**src/rtl/ads1675_pkg.sv**
```systemverilog
// Shared definitions for the ADS1675 serial link emulator and its receiver.
package ads1675_pkg;

  localparam int ADS1675_DW    = 24;
  localparam int ADS1675_FRAME = 32;

  typedef logic signed [ADS1675_DW-1:0] ads1675_sample_t;

  // Counter width for a modulus n, never narrower than one bit.
  function automatic int cnt_width(input int n);
    return (n > 1) ? $clog2(n) : 1;
  endfunction

endpackage

```
**src/rtl/ads1675_sclk_gen.sv**
```systemverilog
// sclk divider: toggles sclk every DIV enabled aclk cycles and flags the
// aclk cycle on which each rising or falling sclk edge is registered.
module ads1675_sclk_gen
  import ads1675_pkg::*;
#(
  parameter int DIV = 2
) (
  input  logic aclk,
  input  logic areset,
  input  logic en,
  output logic sclk,
  output logic rise,
  output logic fall
);

  localparam int HW = cnt_width(DIV);
  localparam logic [HW-1:0] HMAX = HW'(DIV - 1);

  logic [HW-1:0] hcnt;
  logic          toggle;

  assign toggle = en && (hcnt == HMAX);
  assign rise   = toggle && !sclk;
  assign fall   = toggle && sclk;

  always_ff @(posedge aclk or posedge areset) begin
    if (areset) begin
      hcnt <= '0;
      sclk <= 1'b0;
    end else if (en) begin
      if (toggle) begin
        hcnt <= '0;
        sclk <= ~sclk;
      end else begin
        hcnt <= hcnt + 1'b1;
      end
    end
  end

endmodule

```
**src/rtl/ads1675_tx.sv**
```systemverilog
// ADS1675 output-side emulator: accepts samples over valid/ready and drives
// sclk, drdy and dout with the ADC's frame timing.
module ads1675_tx
  import ads1675_pkg::*;
#(
  parameter int DW    = ADS1675_DW,
  parameter int DIV   = 2,
  parameter int FRAME = ADS1675_FRAME
) (
  input  logic          aclk,
  input  logic          areset,
  input  logic          en,
  input  logic [DW-1:0] s_data,
  input  logic          s_valid,
  output logic          s_ready,
  output logic          sclk,
  output logic          drdy,
  output logic          dout,
  output logic          underrun
);

  if (DIV < 1) begin : g_bad_div
    $error("ads1675_tx: DIV must be at least 1");
  end
  if (FRAME < DW + 1) begin : g_bad_frame
    $error("ads1675_tx: FRAME must be at least DW+1");
  end
  if (DW < 2) begin : g_bad_dw
    $error("ads1675_tx: DW must be at least 2");
  end

  localparam int BW = cnt_width(FRAME);
  localparam logic [BW-1:0] BLAST = BW'(FRAME - 1);
  localparam logic [BW-1:0] BDW   = BW'(DW);

  logic                 rise;
  logic                 fall_unused;
  logic [BW-1:0]        bcnt;
  logic [BW-1:0]        bnext;
  logic                 frame_start;
  logic                 accept;
  logic                 hold_full;
  logic signed [DW-1:0] hold;
  logic signed [DW-1:0] last;
  logic signed [DW-1:0] shift;
  logic signed [DW-1:0] load_word;

  ads1675_sclk_gen #(.DIV(DIV)) u_sclk_gen (
    .aclk   (aclk),
    .areset (areset),
    .en     (en),
    .sclk   (sclk),
    .rise   (rise),
    .fall   (fall_unused)
  );

  assign bnext       = (bcnt == BLAST) ? '0 : bcnt + 1'b1;
  assign frame_start = rise && (bcnt == BLAST);
  assign s_ready     = !hold_full;
  assign accept      = s_valid && !hold_full;
  // With nothing new in the holding register the ADC repeats its last word.
  assign load_word   = hold_full ? hold : last;

  always_ff @(posedge aclk or posedge areset) begin
    if (areset) begin
      hold_full <= 1'b0;
      hold      <= '0;
      last      <= '0;
      shift     <= '0;
      bcnt      <= BLAST;
      drdy      <= 1'b0;
      dout      <= 1'b0;
      underrun  <= 1'b0;
    end else begin
      underrun <= 1'b0;
      if (accept) begin
        hold      <= $signed(s_data);
        hold_full <= 1'b1;
      end
      if (rise) begin
        bcnt <= bnext;
        drdy <= frame_start;
        if (frame_start) begin
          shift <= load_word;
          dout  <= load_word[DW-1];
          if (hold_full) begin
            last      <= hold;
            hold_full <= 1'b0;
          end else begin
            underrun <= 1'b1;
          end
        end else if (bnext < BDW) begin
          // MSB went out at frame start; each later rise presents the next bit.
          dout  <= shift[DW-2];
          shift <= {shift[DW-2:0], 1'b0};
        end else begin
          dout <= 1'b0;
        end
      end
    end
  end

endmodule

```
**config.mk**
```make
export PLATFORM = sky130hd
export DESIGN_NAME = ads1675_tx
export DESIGN_NICKNAME = d
export VERILOG_FILES = /design/src/rtl/ads1675_pkg.sv /design/src/rtl/ads1675_sclk_gen.sv /design/src/rtl/ads1675_tx.sv
export SDC_FILE = /design/constraint.sdc
export NUM_CORES = 1
export LEC_CHECK = 0
export ABC_CLOCK_PERIOD_IN_PS = 7300
export BUFFER_PORTS_ARGS = -buffer_cell sky130_fd_sc_hd__buf_2
export CAP_MARGIN = 25
export CORE_MARGIN = 2
export CORE_UTILIZATION = 55
export DETAILED_ROUTE_END_ITERATION = 10
export GPL_TIMING_DRIVEN = 0
export PLACE_DENSITY = 0.75
export SLEW_MARGIN = 20
export SYNTH_ARGS = -nofsm -noshare
export SYNTH_HDL_FRONTEND = slang
export SYNTH_HIERARCHICAL = 1
export SYNTH_SLANG_ARGS = --single-unit
```
**constraint.sdc**
```tcl
create_clock -name aclk -period 7.3 [get_ports aclk]
set_clock_uncertainty 0.15 [all_clocks]
set_input_delay 1.46 -clock aclk [delete_from_list [all_inputs] [get_ports aclk]]
set_output_delay 1.46 -clock aclk [all_outputs]
set_load 0.005 [all_outputs]
```
; After elaboration in Yosys (flattened, before gate mapping)
; Cells that the tools add are included.
[op_classes]
n_mux = 14
addsub = 2
order_cmp = 1
bitwise_logic = 1
n_eq_ne = 1
reduce_logical = 10
[ops]
columns = cell, n
row1 = $mux W23, 2
row2 = $mux W24, 1
row3 = $mux W1, 10
row4 = $reduce_and A2 Y1, 3
row5 = $add A5 B1 Y5 const B, 1
row6 = $eq A5 B5 Y1 const B, 1
row7 = $lt A5 B5 Y1 const B, 1
row8 = $mux W5, 1
row9 = $logic_and A1 B1 Y1, 4
row10 = $logic_not A1 Y1, 2
row11 = $reduce_bool A2 Y1, 1
row12 = $add A1 B1 Y1 const B, 1
row13 = $not A1 Y1, 1
[word_totals]
in_bits = 28
output_inout_bits = 5
reg_bits = 82

; Depth between registers and ports, before layout
[depth]
depth_word = 6
ltp_mapped = 8
depth_no_buf = 7

; Cells and area by module
; The synthesis kept the hierarchy.
[by_module_without_submodules]
columns = module, area_per_inst_um2, cells_each, seq_area_each_um2, instances
row1 = ads1675_tx, 3563.4, 269, 2008.2, 1
row2 = ads1675_sclk_gen, 88.8, 8, 50.0, 1

; Least setup slack after synthesis
; No wires, ideal clock.
[synth_timing]
path_type = input port to flip-flop
start = in en
end = reg dout
required_ns = 7.067
arrival_ns = 2.456
path_buffers = 1
path_slack_ns = 4.612
path_stages = 7
path_cell_list = nand2_2 > nor2_1 > clkbuf_1 > nand2_1 > nor2_1 > a21oi_1 > o21ai_0
[synth_between]
elab_chain_cells = 4
[synth_rtl]
columns = item, line
row1 = from (decl), ads1675_tx.sv:12  ; input logic en,
row2 = $logic_and A1 B1 Y1 (*), ads1675_sclk_gen.sv:22  ; assign toggle = en && (hcnt == HMAX);
row3 = $logic_and A1 B1 Y1 (*), ads1675_sclk_gen.sv:23  ; assign rise = toggle && !sclk;
row4 = named net rise, ads1675_tx.sv:36  ; logic rise;
row5 = $logic_and A1 B1 Y1, ads1675_tx.sv:58  ; assign frame_start = rise && (bcnt == BLAST);
row6 = $mux W1, ads1675_tx.sv:83  ; if (frame_start) begin
row7 = to (signal assigned), ads1675_tx.sv:85  ; dout <= load_word[DW-1];
row8 = to (signal assigned), ads1675_tx.sv:94  ; dout <= shift[DW-2];
row9 = to (decl), ads1675_tx.sv:18  ; output logic dout,
; Mark *: on every way through the listed nets, which the timed path passes. The rest lies on a longest branch.
; A chain may end at the register's enable or synchronous reset.

; Final worst setup path
[layout_timing]
start = reg hold_full
end = out s_ready
[layout_between]
elab_chain_cells = 1
[layout_rtl]
columns = item, line
row1 = from (decl), ads1675_tx.sv:42  ; logic hold_full;
row2 = from (signal assigned), ads1675_tx.sv:66  ; hold_full <= 1'b0;
row3 = from (signal assigned), ads1675_tx.sv:78  ; hold_full <= 1'b1;
row4 = from (signal assigned), ads1675_tx.sv:88  ; hold_full <= 1'b0;
row5 = $logic_not A1 Y1, ads1675_tx.sv:59  ; assign s_ready = !hold_full;
row6 = to (decl), ads1675_tx.sv:15  ; output logic s_ready,
; No other way between the ends.

==> flow_summary.json <==
{
  "min_from": "u_sclk_gen/hcnt",
  "holdBufCountCts": 0,
  "wl_mm": 5.93,
  "grt_pass1_vias": 2316,
  "power_density_mw_per_mm2": 243,
  "max_freq_mhz": 331,
  "maxCapViolCount": 0,
  "cpPeakStageDelay_ps": 340,
  "drive_gt1_share_pct": 42.0,
  "drt_first_iter_violations": 130,
  "mostFrequentLayoutCell": "dfrtp_1",
  "grt_pass1_wl_mm": 10.9,
  "post_cts_buffers": 0,
  "hold_class": "reg -> reg",
  "die_width_um": 85.4,
  "rr_endpoint": "shift[13]",
  "seqCellArea_mm2": 0.00206,
  "antenna_found_initial": 0,
  "syn-mean-instance-area_um2": 13.2,
  "crit_fanout": 10,
  "cp-endpoint": "s_ready",
  "grt_overflow_total": 0,
  "syn-num-nets": 306,
  "initial_core_util_pct": 57.1,
  "ant_nets": 0,
  "wl_per_cell_um": 14.8,
  "syn-cell-area_mm2": 0.00364,
  "yosysWarnings": 6,
  "diodes": 0,
  "io_buffer_count": 32,
  "multi_input_comb_area_mm2": 0.00147,
  "path_clk_slew_ps": 80,
  "crit_required_ps": 5690,
  "fin_nets": 350,
  "r2r_cells": 8,
  "r2r_slack_ps": 4890,
  "startpoint": "hold_full",
  "grt_max_degree": 59,
  "cpMostUsedCell": "buf_2",
  "remaining_drc_errors": 0,
  "post-place-ws_ps": 4210,
  "cts_buffers": 9,
  "rr_startpoint": "bcnt[0]",
  "clockBufferDepth": 2,
  "critPathLaunchType": "flip-flop",
  "io_pins": 33,
  "nFillCells": 476,
  "dr_total_vias": 2171,
  "finalWorstSetupSlack_ps": 4280,
  "cts-root-buf": "clkbuf_8",
  "post_drt_via_cell_ratio": 5.41,
  "syn_to_final_growth_pct": 13.5,
  "critical_path_class": "reg -> out",
  "dieArea_mm2": 0.00729,
  "most-common-layout-cells": "dfrtp_1 (77), mux2_2 (68), buf_2 (38)",
  "cts_resized": 0,
  "rsz0062_at_grt": "false",
  "die_y_um": 85.4,
  "num_rows": 29,
  "tritoncts": "built",
  "final_hold_viol_count": 0,
  "relSlewSlack_pct": 68.8,
  "p_total_w": 0.00100,
  "period_minus_slack_ps": 3020,
  "setup_violations": 0,
  "cp_cell_sequence": "buf_4 -> buf_2 -> inv_1 -> buf_2",
  "slowest_stage": "dfrtp_1",
  "worst_pin_slew_ps": 468,
  "cts_sinks": 82,
  "insertion_delay_ps": 350,
  "dr.pass1.iters": 4,
  "crit_arrival_ps": 1410,
  "dp_hpwl_mm": 4.07,
  "peakVddDrop_mv": 0.184,
  "place.gp.congestion": 0.746,
  "coreArea_mm2": 0.00639,
  "tns_ps": 0,
  "synthCells": 276,
  "status": "complete, no violations",
  "fin_hold_ws_ps": 338,
  "final_max_slew_viol_count": 0,
  "fin_crit_sh_pct": 41.4,
  "endpoint_kind": "output pin",
  "grt_use_total_pct": 19.2,
  "h-tree-depth": 3,
  "p_leak_nw": 2.19
}
==> final cells by class <==
class | count | share of cell area, %
buffer | 17 | 2.27
clock buffer | 13 | 4.08
clock inverter | 2 | 0.847
inverter | 5 | 0.514
multi-input combinational | 172 | 35.6
sequential | 82 | 49.8
tap | 77 | 2.33
timing repair buffer | 33 | 4.54
==> flip-flops by register name, indices dropped and copies added (netlist names) <==
register         cells
hold                24
bcnt                 5
u_sclk_gen/sclk      1
drdy                 1
last                24
hold_full            1
u_sclk_gen/hcnt      1
underrun             1
dout                 1
shift               23
==> how the worst min path moves through the flow <==
stage,end,slack [ps],cells after the start
2_1_floorplan,last[23],300,1
3_3_place_gp,last[23],310,1
3_5_place_dp,shift[0],330,1
4_1_cts,u_sclk_gen/hcnt,340,1
5_1_grt,u_sclk_gen/hcnt,350,1
6_report,u_sclk_gen/hcnt,340,1
==> per-stage QoR <==
| step | area [um2] | util (%) | cells |
|---|---|---|---|
| 2_1_floorplan | 3640 | - | 276 |
| 3_3_place_gp | 3900 | 61.1 | 385 |
| 3_5_place_dp | 3930 | 61.6 | 386 |
| 4_1_cts | 4140 | 64.8 | 401 |
| 5_1_grt | 4140 | 64.8 | 401 |
| 6_report | 4140 | 64.8 | 401 |
==> routing by layer <==
metal  vias up  global-route usage (%)  part of all wire [%]
met4         0                    6.49                   1.7
met3         9                    6.32                   3.7
met1      1077                    26.0                    47
li1       1054                       -                     -
met5         -                       0                     0
met2        31                    29.5                    48
==> power by group <==
part,internal [W],switching (W)
logic,0.0000723,0.0000668
registers,0.000499,0.0000283
clock network,0.000184,0.000153
total,0.000755,0.000248
==> worst max-delay path: cells and delay by family (launching register included) <==
kind | cells | cell delay, ps
DFF | 1 | 340
buffers and inverters | 4 | 720
(Power assumes the default switching activity.)
